### config.mk
export PLATFORM = sky130hd
export DESIGN_NAME = dcache_ctrl
export DESIGN_NICKNAME = d
export VERILOG_FILES = /design/src/rtl/dcache_ctrl.sv
export SDC_FILE = /design/constraint.sdc
export NUM_CORES = 2
export LEC_CHECK = 0
export CAP_MARGIN = 20
export CORE_ASPECT_RATIO = 2
export CORE_MARGIN = 10
export CORE_UTILIZATION = 50
export CTS_BUF_LIST = sky130_fd_sc_hd__clkbuf_4 sky130_fd_sc_hd__clkbuf_8
export CTS_CLUSTER_DIAMETER = 30
export DETAILED_ROUTE_END_ITERATION = 10
export PLACE_DENSITY = 0.74
export SYNTH_ARGS = -nofsm -noshare
export SYNTH_HDL_FRONTEND = slang
export SYNTH_SLANG_ARGS = --single-unit
### constraint.sdc
create_clock -name clk_i -period 9.26 [get_ports clk_i]
set_clock_uncertainty 0.2 [all_clocks]
set_input_delay 1.852 -clock clk_i [delete_from_list [all_inputs] [get_ports clk_i]]
set_output_delay 1.852 -clock clk_i [all_outputs]
set_load 0.05 [all_outputs]
### src/rtl/dcache_ctrl.sv
// Direct-mapped write-through, no-write-allocate L1 D-cache controller; one core request in flight.
// Load hit: 1 cycle to response. Misses and all stores take a memory round trip. Request and response outputs hold until handshaked.
module dcache_ctrl #(
    parameter  int NUM_LINES = 16,
    localparam int INDEX_W   = $clog2(NUM_LINES),
    localparam int TAG_W     = 28 - INDEX_W
) (
    input  logic          clk_i,
    input  logic          rstn_i,
    input  logic          flush_i,
    input  logic          core_req_valid_i,
    output logic          core_req_ready_o,
    input  logic [31:0]   core_addr_i,
    input  logic          core_we_i,
    input  logic [31:0]   core_wdata_i,
    output logic          core_rsp_valid_o,
    input  logic          core_rsp_ready_i,
    output logic [31:0]   core_rsp_data_o,
    output logic          mem_req_valid_o,
    input  logic          mem_req_ready_i,
    output logic [31:0]   mem_addr_o,
    output logic          mem_we_o,
    output logic [31:0]   mem_wdata_o,
    input  logic          mem_rsp_valid_i,
    output logic          mem_rsp_ready_o,
    input  logic [31:0]   mem_rsp_addr_i,
    input  logic [127:0]  mem_rsp_line_i
);

    typedef enum logic [1:0] {IDLE, MREQ, MWAIT, RESP} state_e;

    state_e               state_q, state_d;
    logic [31:2]          addr_q, addr_d;
    logic                 we_q, we_d;
    logic [31:0]          wdata_q, wdata_d;
    logic [31:0]          rsp_data_q, rsp_data_d;
    logic [NUM_LINES-1:0] valid_q, valid_d;
    logic [TAG_W-1:0]     tag_q [NUM_LINES];
    logic [127:0]         data_q [NUM_LINES];

    logic [INDEX_W-1:0]   req_idx, lat_idx;
    logic [TAG_W-1:0]     req_tag;
    logic [1:0]           req_word, lat_word;
    logic                 hit, fill_en, st_upd_en;
    logic                 unused_addr_bits;

    assign req_idx  = core_addr_i[4 +: INDEX_W];
    assign req_tag  = core_addr_i[31 -: TAG_W];
    assign req_word = core_addr_i[3:2];
    assign lat_idx  = addr_q[4 +: INDEX_W];
    assign lat_word = addr_q[3:2];
    assign hit      = valid_q[req_idx] && (tag_q[req_idx] == req_tag);
    assign unused_addr_bits = ^core_addr_i[1:0];

    always_comb begin
        state_d    = state_q;
        addr_d     = addr_q;
        we_d       = we_q;
        wdata_d    = wdata_q;
        rsp_data_d = rsp_data_q;
        valid_d    = valid_q;
        fill_en    = 1'b0;
        st_upd_en  = 1'b0;
        unique case (state_q)
            IDLE: begin
                if (flush_i) begin
                    valid_d = '0;
                end else if (core_req_valid_i) begin
                    addr_d  = core_addr_i[31:2];
                    we_d    = core_we_i;
                    wdata_d = core_wdata_i;
                    if (core_we_i) begin
                        // Store hits patch the line now; the write still goes to memory.
                        st_upd_en  = hit;
                        rsp_data_d = '0;
                        state_d    = MREQ;
                    end else if (hit) begin
                        rsp_data_d = data_q[req_idx][{req_word, 5'b0} +: 32];
                        state_d    = RESP;
                    end else begin
                        state_d = MREQ;
                    end
                end
            end
            MREQ: if (mem_req_ready_i) state_d = MWAIT;
            MWAIT: begin
                // Responses for other lines are consumed and ignored.
                if (mem_rsp_valid_i && (mem_rsp_addr_i == {addr_q[31:4], 4'h0})) begin
                    if (!we_q) begin
                        fill_en          = 1'b1;
                        valid_d[lat_idx] = 1'b1;
                        rsp_data_d       = mem_rsp_line_i[{lat_word, 5'b0} +: 32];
                    end else begin
                        rsp_data_d = '0;
                    end
                    state_d = RESP;
                end
            end
            RESP: if (core_rsp_ready_i) state_d = IDLE;
            default: state_d = IDLE;
        endcase
    end

    always_ff @(posedge clk_i or negedge rstn_i) begin
        if (!rstn_i) begin
            state_q    <= IDLE;
            addr_q     <= '0;
            we_q       <= 1'b0;
            wdata_q    <= '0;
            rsp_data_q <= '0;
            valid_q    <= '0;
        end else begin
            state_q    <= state_d;
            addr_q     <= addr_d;
            we_q       <= we_d;
            wdata_q    <= wdata_d;
            rsp_data_q <= rsp_data_d;
            valid_q    <= valid_d;
        end
    end

    // Tag and data contents are qualified by valid_q, so they need no reset.
    always_ff @(posedge clk_i) begin
        if (fill_en) begin
            data_q[lat_idx] <= mem_rsp_line_i;
            tag_q[lat_idx]  <= addr_q[31 -: TAG_W];
        end else if (st_upd_en) begin
            data_q[req_idx][{req_word, 5'b0} +: 32] <= core_wdata_i;
        end
    end

    assign core_req_ready_o = (state_q == IDLE) && !flush_i;
    assign core_rsp_valid_o = (state_q == RESP);
    assign core_rsp_data_o  = rsp_data_q;
    assign mem_req_valid_o  = (state_q == MREQ);
    assign mem_rsp_ready_o  = (state_q == MWAIT);
    assign mem_we_o         = (state_q == MREQ) && we_q;
    assign mem_wdata_o      = mem_we_o ? wdata_q : 32'h0;
    assign mem_addr_o       = (state_q != MREQ) ? 32'h0 :
                              we_q ? {addr_q[31:2], 2'b00} : {addr_q[31:4], 4'h0};

endmodule

==> metrics.txt <==
Post-CTS Setup Bufs 0; antenna viol nets, final 0; drt pass-1 iters 6; Post-Syn Instances 4869; FF-to-FF path depth 13; global routing usage on met1 0.299; port bufs 328; hold buffers post-CTS 0; Worst Path Required 9.64 ns; Starting DRT DRC Count 7311; Tcrit/Tclk final 0.775; final RePlAce weighted congestion 0.968; Final Hold Viols 0; max-slew violations 0; cell taking the most area after synthesis edfxtp_1; cts bufs inserted 358; CTS root buf clkbuf_8; worst path arrival time 7.56 ns; total routed wirelength 292000 um; RR Startpoint addr_q[19]$_DFFE_PN0P_; Tot Pwr 25.8 mW; Slowest-stage cell, CP o21ai_1; CP cell instances buf_8 -> buf_4 -> mux4_2 -> a22oi_1 -> nand3_1 -> xnor2_1 -> and3b_1 -> nand4_1 -> nor4_1 -> or3b_4 -> buf_4 -> o21ai_1; f_max 139 MHz; initial core utilization 0.503; min-delay worst type flop to flop; first-pass GRT wire length 411000 um; Worst slew margin 0.211; clk slew on worst S/H paths 0.06 ns; CP Capture Type flop; status completed; part of the Yosys area used for sequential elements 0.747; Final setup violation count 0; grt total ovfl 0; CTS tree built; Die ar. 0.223 mm^2; GR Util met3 0.0642; post-synth top area share 0.719; setup tns final 0 ns; RSZ-0062 raised after global routing no; DRC violations left 0; Die W 339 um; synth top area cells edfxtp_1 (72%), mux4_2 (17%), dfrtp_1 (2.8%); Slew @ Worst Pin 1.17 ns; worst hold path depth 2; Worst R2R Setup Slack 3.37 ns; YS warnings 0; GRT Total Usage 0.259; LEAKAGE 38.2 nW; EDFF count, synth 2432; largest net degree at the start of global routing 149; PD cells 220 mW/mm^2; Setup CP Type primary input to flop; number of synthesized register bits 2545; Layout area overhead 16.0%; crit-path max FO 72; Netlist cell types 57; Post-DP HPWL 182000 um; critical path's largest stage delay 0.91 ns; WHS Endpoint wdata_q[20]$_DFFE_PN0P_; Avg Cell Area, Syn 20.8 um^2; M2 GR Usage 0.430; CTS H-tree depth 5; crit path launch type primary input; Core ar. 0.202 mm^2; GRT busiest layer met2; Hold Path Origin wdata_q[20]$_DFFE_PN0P_; Crit path top cell by count buf_4; layout cell share with drive strength beyond 1 0.301; initial antenna violation count 23; Post-Syn Area 0.102 mm^2; via count 54100; post-cts sizing count 0; DR vias/cell 6.34; Layout Nets 5781; Die Y 657 um; MaxCap Viol Count 0; clock buffer depth 4; post-route minimum period 7.18 ns; Clock Latency Late Sink 0.98 ns; number of global-route vias before repair 55400; peak supply drop 0.000195 V; Post-synth ARST share 0.0444; num ports 333; clk sinks 2545; routed wire length per instance 34.2 um; # rows 233; R2R Path End data_q[7][119]$_DFFE_PP_; top_reg_cell synth edfxtp_1
worst max-delay path: cells and delay by family:
family	cells	cell delay, ns
buffers and inverters	3	1.40
XOR/XNOR	1	0.47
multiplexers	1	0.54
AO/OA/AOI/OAI	2	1.09
AND/OR/NAND/NOR	5	1.94
metrics by stage:
stage | setup slack [ns] | hold WS, ns | cells | area, um^2 | util
2_1_floorplan | 2.55 | 0.239 | 4870 | 102000 | -
3_5_place_dp | 1.34 | 0.258 | 7866 | 110000 | 0.546
3_3_place_gp | 1.51 | 0.255 | 7860 | 110000 | 0.546
4_1_cts | 2.33 | 0.279 | 8497 | 118000 | 0.582
6_report | 2.08 | 0.275 | 8537 | 118000 | 0.584
5_1_grt | 1.86 | 0.292 | 8525 | 118000 | 0.583
registers in the layout (all words and copies together) (netlist names):
name	count
data_q	2048
tag_q	384
core_rsp_data_o	32
wdata_q	32
addr_q	30
valid_q	16
state_q	2
we_q	1
metal layers:
metal	part of all wire	up-vias	routed length (um)
met5	0.00030	-	88
met4	0.076	14	22100
met3	0.11	871	31300
met2	0.50	3732	145000
met1	0.32	28100	92800
li1	-	21400	-
report_power, final:
group	internal, mW	leakage, nW	switching, mW
Clock	4.73	3.80	4.21
Sequential	13.1	23.3	0.468
Combinational	1.23	11.1	2.15
worst max path at each step:
stage | from | to | slack [ns]
after floorplan | core_addr_i[5] | data_q[10][100]$_DFFE_PP_ | 2.55
after global placement | core_addr_i[5] | data_q[4][54]$_DFFE_PP_ | 1.51
after detailed placement | core_addr_i[5] | data_q[9][16]$_DFFE_PP_ | 1.34
after CTS | core_addr_i[5] | data_q[5][119]$_DFFE_PP_ | 2.33
after global routing | core_addr_i[4] | data_q[2][120]$_DFFE_PP_ | 1.86
final | core_addr_i[4] | data_q[7][119]$_DFFE_PP_ | 2.08
final cells by class:
class / count / area, um^2
clock inverter: 168 / 1400
inverter: 42 / 165
fill: 14300 / 84000
timing repair buffer: 599 / 6110
sequential: 2545 / 75900
clock buffer: 463 / 5860
antenna: 23 / 57.6
multi-input combinational: 1995 / 24900
tap: 2702 / 3380
placed cells by master (no fill, tap or decap), types with 18 or more instances in the layout:
master           count
clkinv_2            50
mux2i_1            106
mux4_2             778
nor3_1              19
clkdlybuf4s50_1    322
inv_1               40
clkbuf_4            82
edfxtp_1          2432
and2_1              31
nor2_1              48
clkinv_1            65
a21oi_1             52
bufinv_16           20
o21ai_1            117
dfrtp_1            110
buf_12              60
o21ai_0             18
nor2b_1             38
diode_2             23
xnor2_1             45
mux2_2              20
clkbuf_8           386
nor2_4              65
nand2_1            459
a22oi_1             18
buf_4              201
and3_1              35
kinds of logic after synthesis:
| group | count (synthesis) | share of synthesized area |
|---|---|---|
| DFF | 2545 | 0.747 |
| adders and majority gates | 8 | 0.000986 |
| and+or+nand+nor | 769 | 0.0331 |
| muxes | 904 | 0.185 |
| AOI/OAI and AO/OA | 257 | 0.0143 |
| xor gates and xnor gates | 55 | 0.00475 |
| other | 1 | 0.0000369 |
| buffers and inverters | 330 | 0.0143 |
synth_stat cells (3+ instances only):
| cell | n |
|---|---|
| nor3b_1 | 3 |
| dfrtp_1 | 113 |
| mux2_2 | 20 |
| buf_4 | 12 |
| mux4_2 | 778 |
| clkbuf_1 | 181 |
| a221oi_1 | 9 |
| nor2b_1 | 38 |
| buf_6 | 11 |
| a21boi_1 | 4 |
| and3_1 | 35 |
| a22oi_1 | 18 |
| mux2i_1 | 106 |
| xnor2_1 | 45 |
| buf_8 | 3 |
| nand3b_1 | 4 |
| buf_1 | 42 |
| or3_1 | 3 |
| nor4_1 | 9 |
| xor2_1 | 10 |
| nor2_1 | 113 |
| o21ai_1 | 121 |
| nand2_1 | 460 |
| inv_1 | 41 |
| buf_2 | 39 |
| edfxtp_1 | 2432 |
| o21ai_0 | 20 |
| nand3_1 | 10 |
| a31oi_1 | 6 |
| a21oi_1 | 52 |
| nand2b_1 | 11 |
| and2_1 | 32 |
| o22ai_1 | 13 |
| nand4_1 | 9 |
| ha_1 | 8 |
| nor3_1 | 32 |
Power figures use the tool's default switching activity.
